==> src/rtl/alu_nibble_sequencer_if.sv <==
`default_nettype none
// ============================================================================
// Module      : alu_nibble_sequencer_if
// Description : Request/response and 4-bit ALU slice signals of the nibble
//               sequencer, grouped with slave (sequencer) and master views.
// Revision    : 1.0 - initial release
// ============================================================================
interface alu_nibble_sequencer_if #(
    parameter int WIDTH = 16
);
    logic             req_valid;
    logic             req_ready;
    logic [WIDTH-1:0] req_a;
    logic [WIDTH-1:0] req_b;
    logic             req_carry_in;
    logic             req_carry_disable;
    logic [1:0]       req_cmd;

    logic             rsp_valid;
    logic             rsp_ready;
    logic [WIDTH-1:0] rsp_result;
    logic             rsp_carry;

    logic             busy;

    logic [7:0]       alu_args;
    logic             alu_carry_in;
    logic             alu_carry_disable;
    logic [1:0]       alu_cmd;
    logic [3:0]       alu_res;
    logic             alu_carry_out;

    modport slave (
        input  req_valid, req_a, req_b, req_carry_in, req_carry_disable, req_cmd,
        input  rsp_ready,
        input  alu_res, alu_carry_out,
        output req_ready, rsp_valid, rsp_result, rsp_carry, busy,
        output alu_args, alu_carry_in, alu_carry_disable, alu_cmd
    );

    modport master (
        output req_valid, req_a, req_b, req_carry_in, req_carry_disable, req_cmd,
        output rsp_ready,
        output alu_res, alu_carry_out,
        input  req_ready, rsp_valid, rsp_result, rsp_carry, busy,
        input  alu_args, alu_carry_in, alu_carry_disable, alu_cmd
    );
endinterface
`default_nettype wire

==> src/rtl/alu_nibble_sequencer.sv <==
`default_nettype none
// ============================================================================
// Module      : alu_nibble_sequencer
// Description : Drives a 4-bit ALU slice one nibble per cycle (LSB first),
//               chaining its carry, to form a WIDTH-bit serial ALU.
// Revision    : 1.0 - initial release
// ============================================================================
module alu_nibble_sequencer #(
    parameter int WIDTH = 16
) (
    input  logic                  clk,
    input  logic                  rst,
    alu_nibble_sequencer_if.slave bus
);
    localparam int NIBBLES = WIDTH / 4;
    localparam int IDX_W   = (NIBBLES > 1) ? $clog2(NIBBLES) : 1;
    localparam logic [IDX_W-1:0] C_IDX_LAST = IDX_W'(NIBBLES - 1);

    localparam logic [1:0] C_ST_IDLE = 2'd0;
    localparam logic [1:0] C_ST_RUN  = 2'd1;
    localparam logic [1:0] C_ST_DONE = 2'd2;

    logic [1:0]       state_q,  state_d;
    logic [IDX_W-1:0] idx_q,    idx_d;
    logic [WIDTH-1:0] a_q,      a_d;
    logic [WIDTH-1:0] b_q,      b_d;
    logic [WIDTH-1:0] result_q, result_d;
    logic             carry_q,  carry_d;
    logic             cdis_q,   cdis_d;
    logic [1:0]       cmd_q,    cmd_d;

    logic [IDX_W+1:0] w_bit_ofs;
    logic             w_accept;

    assign w_bit_ofs = {idx_q, 2'b00};
    assign w_accept  = (state_q == C_ST_IDLE) && bus.req_valid;

    // ------------------------------------------------------------------
    // State register
    // ------------------------------------------------------------------
    always_ff @(posedge clk) begin
        if (rst) begin
            state_q  <= C_ST_IDLE;
            idx_q    <= '0;
            a_q      <= '0;
            b_q      <= '0;
            result_q <= '0;
            carry_q  <= 1'b0;
            cdis_q   <= 1'b0;
            cmd_q    <= 2'b00;
        end else begin
            state_q  <= state_d;
            idx_q    <= idx_d;
            a_q      <= a_d;
            b_q      <= b_d;
            result_q <= result_d;
            carry_q  <= carry_d;
            cdis_q   <= cdis_d;
            cmd_q    <= cmd_d;
        end
    end

    // ------------------------------------------------------------------
    // Next-state logic
    // ------------------------------------------------------------------
    always_comb begin
        state_d = state_q;
        case (state_q)
            C_ST_IDLE: if (bus.req_valid)          state_d = C_ST_RUN;
            C_ST_RUN:  if (idx_q == C_IDX_LAST)    state_d = C_ST_DONE;
            C_ST_DONE: if (bus.rsp_ready)          state_d = C_ST_IDLE;
            default:                               state_d = C_ST_IDLE;
        endcase
    end

    // ------------------------------------------------------------------
    // Operand latch, nibble index, carry chain and result assembly
    // ------------------------------------------------------------------
    always_comb begin
        idx_d    = idx_q;
        a_d      = a_q;
        b_d      = b_q;
        result_d = result_q;
        carry_d  = carry_q;
        cdis_d   = cdis_q;
        cmd_d    = cmd_q;
        if (w_accept) begin
            a_d      = bus.req_a;
            b_d      = bus.req_b;
            cdis_d   = bus.req_carry_disable;
            cmd_d    = bus.req_cmd;
            carry_d  = bus.req_carry_in;
            idx_d    = '0;
            result_d = '0;
        end else if (state_q == C_ST_RUN) begin
            // The slice's carry_out is chained verbatim, even with carry_disable set.
            result_d[w_bit_ofs +: 4] = bus.alu_res;
            carry_d                  = bus.alu_carry_out;
            if (idx_q != C_IDX_LAST) begin
                idx_d = idx_q + IDX_W'(1);
            end
        end
    end

    // ------------------------------------------------------------------
    // Outputs: decoded from registered state only, forced to 0 under reset
    // ------------------------------------------------------------------
    always_comb begin
        bus.req_ready         = 1'b0;
        bus.rsp_valid         = 1'b0;
        bus.rsp_result        = '0;
        bus.rsp_carry         = 1'b0;
        bus.busy              = 1'b0;
        bus.alu_args          = 8'h00;
        bus.alu_carry_in      = 1'b0;
        bus.alu_carry_disable = 1'b0;
        bus.alu_cmd           = 2'b00;
        if (!rst) begin
            case (state_q)
                C_ST_IDLE: begin
                    bus.req_ready = 1'b1;
                end
                C_ST_RUN: begin
                    bus.busy              = 1'b1;
                    bus.alu_args          = {a_q[w_bit_ofs +: 4], b_q[w_bit_ofs +: 4]};
                    bus.alu_carry_in      = carry_q;
                    bus.alu_carry_disable = cdis_q;
                    bus.alu_cmd           = cmd_q;
                end
                C_ST_DONE: begin
                    bus.busy       = 1'b1;
                    bus.rsp_valid  = 1'b1;
                    bus.rsp_result = result_q;
                    bus.rsp_carry  = carry_q;
                end
                default: begin
                    bus.req_ready = 1'b0;
                end
            endcase
        end
    end
endmodule
`default_nettype wire

==> src/flat_wrapper.sv <==
// flat-port wrapper written by rule: the top's interface ports become plain ports
module alu_nibble_sequencer_flat 
#(
    parameter int WIDTH = 16
)
  (clk, rst, bus_req_valid, bus_req_a, bus_req_b, bus_req_carry_in, bus_req_carry_disable, bus_req_cmd, bus_rsp_ready, bus_alu_res, bus_alu_carry_out, bus_req_ready, bus_rsp_valid, bus_rsp_result, bus_rsp_carry, bus_busy, bus_alu_args, bus_alu_carry_in, bus_alu_carry_disable, bus_alu_cmd);
  alu_nibble_sequencer_if #(.WIDTH(WIDTH)) bus_i ();
  input  logic clk;
  input  logic rst;
  input wire logic [$bits(bus_i.req_valid)-1:0] bus_req_valid;
  input wire logic [$bits(bus_i.req_a)-1:0] bus_req_a;
  input wire logic [$bits(bus_i.req_b)-1:0] bus_req_b;
  input wire logic [$bits(bus_i.req_carry_in)-1:0] bus_req_carry_in;
  input wire logic [$bits(bus_i.req_carry_disable)-1:0] bus_req_carry_disable;
  input wire logic [$bits(bus_i.req_cmd)-1:0] bus_req_cmd;
  input wire logic [$bits(bus_i.rsp_ready)-1:0] bus_rsp_ready;
  input wire logic [$bits(bus_i.alu_res)-1:0] bus_alu_res;
  input wire logic [$bits(bus_i.alu_carry_out)-1:0] bus_alu_carry_out;
  output wire logic [$bits(bus_i.req_ready)-1:0] bus_req_ready;
  output wire logic [$bits(bus_i.rsp_valid)-1:0] bus_rsp_valid;
  output wire logic [$bits(bus_i.rsp_result)-1:0] bus_rsp_result;
  output wire logic [$bits(bus_i.rsp_carry)-1:0] bus_rsp_carry;
  output wire logic [$bits(bus_i.busy)-1:0] bus_busy;
  output wire logic [$bits(bus_i.alu_args)-1:0] bus_alu_args;
  output wire logic [$bits(bus_i.alu_carry_in)-1:0] bus_alu_carry_in;
  output wire logic [$bits(bus_i.alu_carry_disable)-1:0] bus_alu_carry_disable;
  output wire logic [$bits(bus_i.alu_cmd)-1:0] bus_alu_cmd;
  assign bus_i.req_valid = bus_req_valid;
  assign bus_i.req_a = bus_req_a;
  assign bus_i.req_b = bus_req_b;
  assign bus_i.req_carry_in = bus_req_carry_in;
  assign bus_i.req_carry_disable = bus_req_carry_disable;
  assign bus_i.req_cmd = bus_req_cmd;
  assign bus_i.rsp_ready = bus_rsp_ready;
  assign bus_i.alu_res = bus_alu_res;
  assign bus_i.alu_carry_out = bus_alu_carry_out;
  assign bus_req_ready = bus_i.req_ready;
  assign bus_rsp_valid = bus_i.rsp_valid;
  assign bus_rsp_result = bus_i.rsp_result;
  assign bus_rsp_carry = bus_i.rsp_carry;
  assign bus_busy = bus_i.busy;
  assign bus_alu_args = bus_i.alu_args;
  assign bus_alu_carry_in = bus_i.alu_carry_in;
  assign bus_alu_carry_disable = bus_i.alu_carry_disable;
  assign bus_alu_cmd = bus_i.alu_cmd;
  alu_nibble_sequencer #(.WIDTH(WIDTH)) u_core (.clk(clk), .rst(rst), .bus(bus_i));
endmodule
==> config.mk <==
export PLATFORM = sky130hd
export DESIGN_NAME = alu_nibble_sequencer_flat
export DESIGN_NICKNAME = d
export VERILOG_FILES = /design/src/rtl/alu_nibble_sequencer_if.sv /design/src/rtl/alu_nibble_sequencer.sv /design/src/flat_wrapper.sv
export SDC_FILE = /design/constraint.sdc
export NUM_CORES = 1
export LEC_CHECK = 0
export BUFFER_PORTS_ARGS = -buffer_cell sky130_fd_sc_hd__buf_2
export CORE_MARGIN = 2
export CORE_UTILIZATION = 30
export DETAILED_ROUTE_END_ITERATION = 12
export SLEW_MARGIN = 15
export SYNTH_ARGS = -nofsm -noshare
export SYNTH_HDL_FRONTEND = slang
export SYNTH_SLANG_ARGS = --single-unit
==> constraint.sdc <==
create_clock -name clk -period 1.9 [get_ports clk]
set_input_delay 0.19 -clock clk [delete_from_list [all_inputs] [get_ports clk]]
set_output_delay 0.19 -clock clk [all_outputs]
set_load 0.02 [all_outputs]
=== Word-level counts from Yosys, hierarchy flattened ===
Index checks and enable logic that the tools add are counted.

* Bitwise logic cells: 0
* Multipliers: 0
* Eq/ne operators: 7
* Divide/modulo/power cells: 0
* $lt $le $gt $ge: 0
* Reduce and logical (&&, ||, !) cells: 7
* Multiplexer cells: 25
* Shift operators: 4
* Add/sub/neg operators: 2

{| class="wikitable"
|+ Operators by type and width
! operator !! number
|-
| 2-to-1 mux 16 bit || 2
|-
| indexed part select 16 x 5 -> 4 bit || 2
|-
| bitwise mux 16 bit || 1
|-
| 2-to-1 mux 8 bit || 2
|-
| variable shift 4 x 6 -> 16 bit (first input constant) || 1
|-
| indexed part select 4 x 6 -> 16 bit || 1
|-
| 2-to-1 mux 1 bit || 14
|-
| 2-to-1 mux 2 bit || 5
|-
| inequality test 2 bit (second input constant) || 3
|-
| negation 4 -> 6 bit || 1
|-
| case mux 2 bit (3 select lines) || 1
|-
| equality test 2 bit (second input constant) || 2
|-
| OR reduction 2 bit || 2
|-
| AND reduction 3 bit || 1
|-
| adder 2 x 1 -> 2 bit (second input constant) || 1
|-
| equality test 2 x 1 -> 1 bit (second input constant) || 1
|-
| zero test 2 bit || 1
|-
| inequality test 2 x 1 -> 1 bit (second input constant) || 1
|-
| AND reduction 2 bit || 1
|-
| nonzero test 2 bit || 1
|-
| logical AND 1 bit || 1
|}

* Latch bits: 0
* Memories: 0
* Input bits: 45
* Logic and storage cells: 53
* Bits in read-only memories: 0
* Register bits: 56
* Memory bits (writable): 0

=== Depth between registers and ports, before layout ===
* Depth after elaboration: 4
* Depth in mapped cells: 7
* Gate-level depth less buffers: 5

=== Least setup slack after synthesis ===
Ideal clock, no wire load.

* Kind: register to register
* From: register u_core.idx_q[0]
* To: register u_core.result_q[12]
* Stages on the path, launching flop included: 8
* Arrival: 1.544 ns
* Library setup time: 0.064 ns
* Path slack: 0.291 ns
* Period minus slack after synthesis: 1.609 ns
* Path buffers: 2
* Path through: dfxtp_1 buf_6 inv_1 ha_1 nor4bb_1 buf_2 a32oi_1 nor2_1

* Cells in the longest elaborated chain, start to end: 3

{| class="wikitable"
|+ RTL lines
! element !! line !! text
|-
| start: declaration || alu_nibble_sequencer.sv:24 || <nowiki>logic [IDX_W-1:0] idx_q, idx_d;</nowiki>
|-
| start signal: assignment || alu_nibble_sequencer.sv:53 || <nowiki>idx_q <= idx_d;</nowiki>
|-
| negation 4 -> 6 bit * || alu_nibble_sequencer.sv:97 || <nowiki>result_d[w_bit_ofs +: 4] = bus.alu_res;</nowiki>
|-
| indexed part select 4 x 6 -> 16 bit or variable shift 4 x 6 -> 16 bit (tied branches) || alu_nibble_sequencer.sv:97 ||
|-
| bitwise mux 16 bit * || alu_nibble_sequencer.sv:97 ||
|-
| end signal: assignment || alu_nibble_sequencer.sv:56 || <nowiki>result_q <= result_d;</nowiki>
|-
| end: declaration || alu_nibble_sequencer.sv:27 || <nowiki>logic [WIDTH-1:0] result_q, result_d;</nowiki>
|}

Mark *: on every way between the ends. The rest lies on a longest branch, timed or not.
A chain may end at the register's enable or synchronous reset.

=== Worst setup path after layout ===
* From: register u_core.idx_q[0]
* To: output bus_alu_args[1]

* Cells in the longest elaborated chain, start to end: 3

{| class="wikitable"
|+ RTL lines
! element !! line !! text
|-
| indexed part select 16 x 5 -> 4 bit || alu_nibble_sequencer.sv:125 || <nowiki>bus.alu_args = {a_q[w_bit_ofs +: 4], b_q[w_bit_ofs +: 4]};</nowiki>
|-
| 2-to-1 mux 8 bit || alu_nibble_sequencer.sv:119 || <nowiki>case (state_q)</nowiki>
|-
| 2-to-1 mux 8 bit || alu_nibble_sequencer.sv:118 || <nowiki>if (!rst) begin</nowiki>
|-
| end: declaration || flat_wrapper.sv:24 || <nowiki>output wire logic [$bits(bus_i.alu_args)-1:0] bus_alu_args;</nowiki>
|}

Every way passes these cells.

==> results by group <==
Critical path
  – CP max stage cell: mux4_2
  – Critical path startpoint category: flip-flop
  – Worst Setup EP: bus_alu_args[1]
  – Slowest stage delay, CP: 0.48 ns
  – Reg2reg end: u_core.state_q[1]
  – Worst r2r src: u_core.idx_q[0]
  – Worst endpoint required time: 1.71 ns
  – Critical path class: reg -> out
  – Arrival time at the worst endpoint: 1.63 ns
  – WP depth: 4
  – Worst path cell trace: buf_12 > mux4_2 > and2_1 > buf_2
  – Crit Path Max Fanout: 8
  – Worst path top cell family by delay: multiplexers
  – Flop-to-flop setup slack: 0.29 ns
  – R2R depth: 5
  – CP Capture Type: output port
  – Buf/Inv on CP: 2
  – Beginning of the critical path: u_core.idx_q[0]

Routing
  – DR iter-0 viols: 46
  – Total Wirelength: 6.295 mm
  – Via Count: 2,300
  – Antenna Nets Post-Route: 0
  – Residual DRC: 0
  – Routed vias/inst: 4.713
  – WL/cell: 12.90 um
  – First-pass iteration count of the detailed router: 4

STA
  – Final period util: 95.77%
  – RSZ-0062 raised after global routing: false
  – Final setup vio count: 0
  – Slew Limit Fails: 0
  – Fmax: 0.5495 GHz
  – Slew @ Worst Pin: 0.5661 ns
  – TNS Setup: 0 ns
  – Max_slew headroom: 62.26%
  – Clock skew: 0.01115 ns
  – Fin. Hold Viols: 0
  – Fin crit period: 1.820 ns
  – Final setup margin: 0.08031 ns

Power
  – Seq pwr share: 44.7%
  – PD cells: 995.8 nW/um^2
  – Power share of the combinational group: 35.0%
  – Internal Dissipation: 2.099 mW
  – P_leak: 1.392 nW
  – Net switching power: 1.138 mW
  – Clk pwr share: 20.3%
  – Sw Share: 35.17%
  – Peak supply drop: 0.0004185 V

Final layout
  – Area Overhead vs Synth: 23.95%
  – ANT cells: 0
  – Share of layout cells above drive strength 1: 28.95%
  – Nets: 434
  – Utilization after layout: 37.83%

Clock network
  – Total CTS buffers: 5
  – Root Buffer: clkbuf_8
  – Max H-tree Level: 2
  – Hold_buf cts: 0
  – Clk_lat worst skew: 0.31 ns
  – Post-CTS setup buffers: 0
  – Clock slew at reported path FFs: 0.10 ns
  – CTS tree: built
  – Clock Sinks: 56
  – Clock Path Buffers: 2

Synthesis
  – Yosys warnings: 0
  – Register area share after synthesis: 42.75%
  – Number of synthesized flops with an enable pin: 0
  – Syn Inst Count: 306
  – Unique masters post-synth: 29
  – Post-synthesis register bit count: 56
  – Post-synth top flop: dfxtp_1
  – Post-synth ARST share: 0%
  – Synth Net Count: 361
  – Cell Area, Synth: 2623 um^2
  – Synthesized area per cell: 8.570 um^2

Die
  – Core area: 8593 um^2
  – Die width: 97.50 um
  – Row cnt: 34
  – Die Ht: 97.50 um
  – Initial core utilization: 30.52%
  – IO Pins: 77
  – Area of the die: 9505 um^2

Placed design
  – Placer Congestion: 0.8100
  – Setup slack at placement: 0.2166 ns
  – DP Wirelength: 4.691 mm
  – Port buffer count: 76

Global routing
  – GRT overflow: 0
  – Initial antenna violation count: 0
  – GR Util All Layers: 13.31%
  – First-pass GRT wire length: 10.43 mm
  – Pin count of the biggest net entering global routing: 37
  – Vias in the first global route: 2,220

Hold path
  – Hold Crit Class: in -> reg

Job
  – Max-Cap Viols: 0

Outcome
  – Outcome: finished, final reports clean
==> worst min path at each step <==
stage | startpoint | endpoint | depth (start not counted)
after detailed placement | bus_req_b[11] | u_core.b_q[11] | 3
final | bus_req_carry_disable | u_core.cdis_q | 3
after CTS | bus_req_b[11] | u_core.b_q[11] | 3
after global placement | bus_req_carry_disable | u_core.cdis_q | 3
after global routing | bus_req_b[15] | u_core.b_q[15] | 3
after floorplan | bus_req_a[0] | u_core.a_q[0] | 2
==> per-stage QoR <==
| step | power [mW] | std cells | cell area, um^2 | hold slack, ns |
|---|---|---|---|---|
| final | 3.237 | 488 | 3251 | 0.1021 |
| after CTS | 3.250 | 488 | 3231 | 0.09071 |
| after global routing | 3.458 | 488 | 3251 | 0.08938 |
| after floorplan | 2.250 | 306 | 2623 | 0.3260 |
| after detailed placement | 2.577 | 480 | 3128 | 0.4383 |
| after global placement | 2.546 | 480 | 3128 | 0.4315 |
==> power by group through the flow <==
stage	Combinational, mW	Clock, mW	Sequential, mW
detailed placement	1.12	0	1.46
floorplan	0.818	0	1.43
global route	1.26	0.730	1.47
global placement	1.09	0	1.45
finish	1.13	0.658	1.45
CTS	1.13	0.687	1.44
==> layout by cell type (no fill, tap or decap), types with 2 or more instances in the layout <==
master / netlist / final
buf_2: 13 / 76
inv_1: 6 / 5
mux2i_1: 3 / 3
clkbuf_8: 0 / 5
nand2b_1: 3 / 3
buf_6: 2 / 2
buf_12: 0 / 2
nand2_1: 83 / 83
mux4_2: 5 / 6
dfxtp_1: 56 / 53
a21oi_1: 40 / 40
nand4_1: 5 / 5
dfxtp_2: 0 / 2
and2_1: 31 / 31
nand3_1: 4 / 4
mux4_1: 3 / 2
a32oi_1: 8 / 8
nor2_1: 12 / 12
o21ai_0: 4 / 4
nor2b_1: 5 / 4
buf_4: 1 / 6
ha_1: 10 / 8
==> what timing repair did <==
action                                  in CTS  in global routing
cloned                                       0                  0
endpoints found under the setup margin      28                 27
resized for setup                            5                  8
==> logic make-up after synthesis <==
kind of cell / synth area share [%]
flops: 42.75
fa+ha+maj: 4.771
simple gates: 26.29
mux: 8.874
xor+xnor: 0.3340
buf+inv: 5.057
compound gates: 11.93
==> tightest hold or removal path, delay by kind of cell <==
| kind | cells | cell delay (ns) |
|---|---|---|
| AOI/OAI and AO/OA | 1 | 0.05 |
| buffers and inverters | 1 | 0.10 |
| and+or+nand+nor | 1 | 0.04 |
==> synth_stat cells, drive strengths merged (2+ instances only) <==
library cell | count | area, um^2
a21oi | 40 | 200.2
a32oi | 8 | 70.07
and2 | 31 | 193.9
buf | 17 | 98.84
clkbuf | 3 | 11.26
dfxtp | 56 | 1121
ha | 10 | 125.1
inv | 6 | 22.52
mux2i | 3 | 30.03
mux4 | 8 | 191.4
nand2 | 83 | 311.6
nand2b | 3 | 18.77
nand3 | 4 | 20.02
nand4 | 5 | 31.28
nor2 | 12 | 45.04
nor2b | 5 | 31.28
nor3b | 2 | 20.02
o21ai | 4 | 20.02
==> cell type report <==
class / instances / area [um^2]
Fill cell: 950 / 5343
Multi-Input combinational cell: 224 / 1388
Clock buffer: 5 / 68.82
Inverter: 6 / 22.52
Tap cell: 108 / 135.1
Timing Repair Buffer: 86 / 488.0
Clock inverter: 3 / 21.27
Sequential cell: 56 / 1127
==> per-layer routing <==
metal	GRT usage [%]	share of wire (%)	vias up
met3	3.309	6.3	5
met5	0	0	-
li1	-	-	1168
met4	3.205	0.56	0
met2	22.28	48	78
met1	17.27	45	1049
==> state kept, by name, summed over array words and instances, names as in the netlist <==
name and cells:
u_core.result_q 16, u_core.carry_q 1, u_core.state_q 2, u_core.a_q 16, u_core.cmd_q 2, u_core.idx_q 2
u_core.cdis_q 1, u_core.b_q 16
Note: power is estimated with default switching activity, not from simulation.
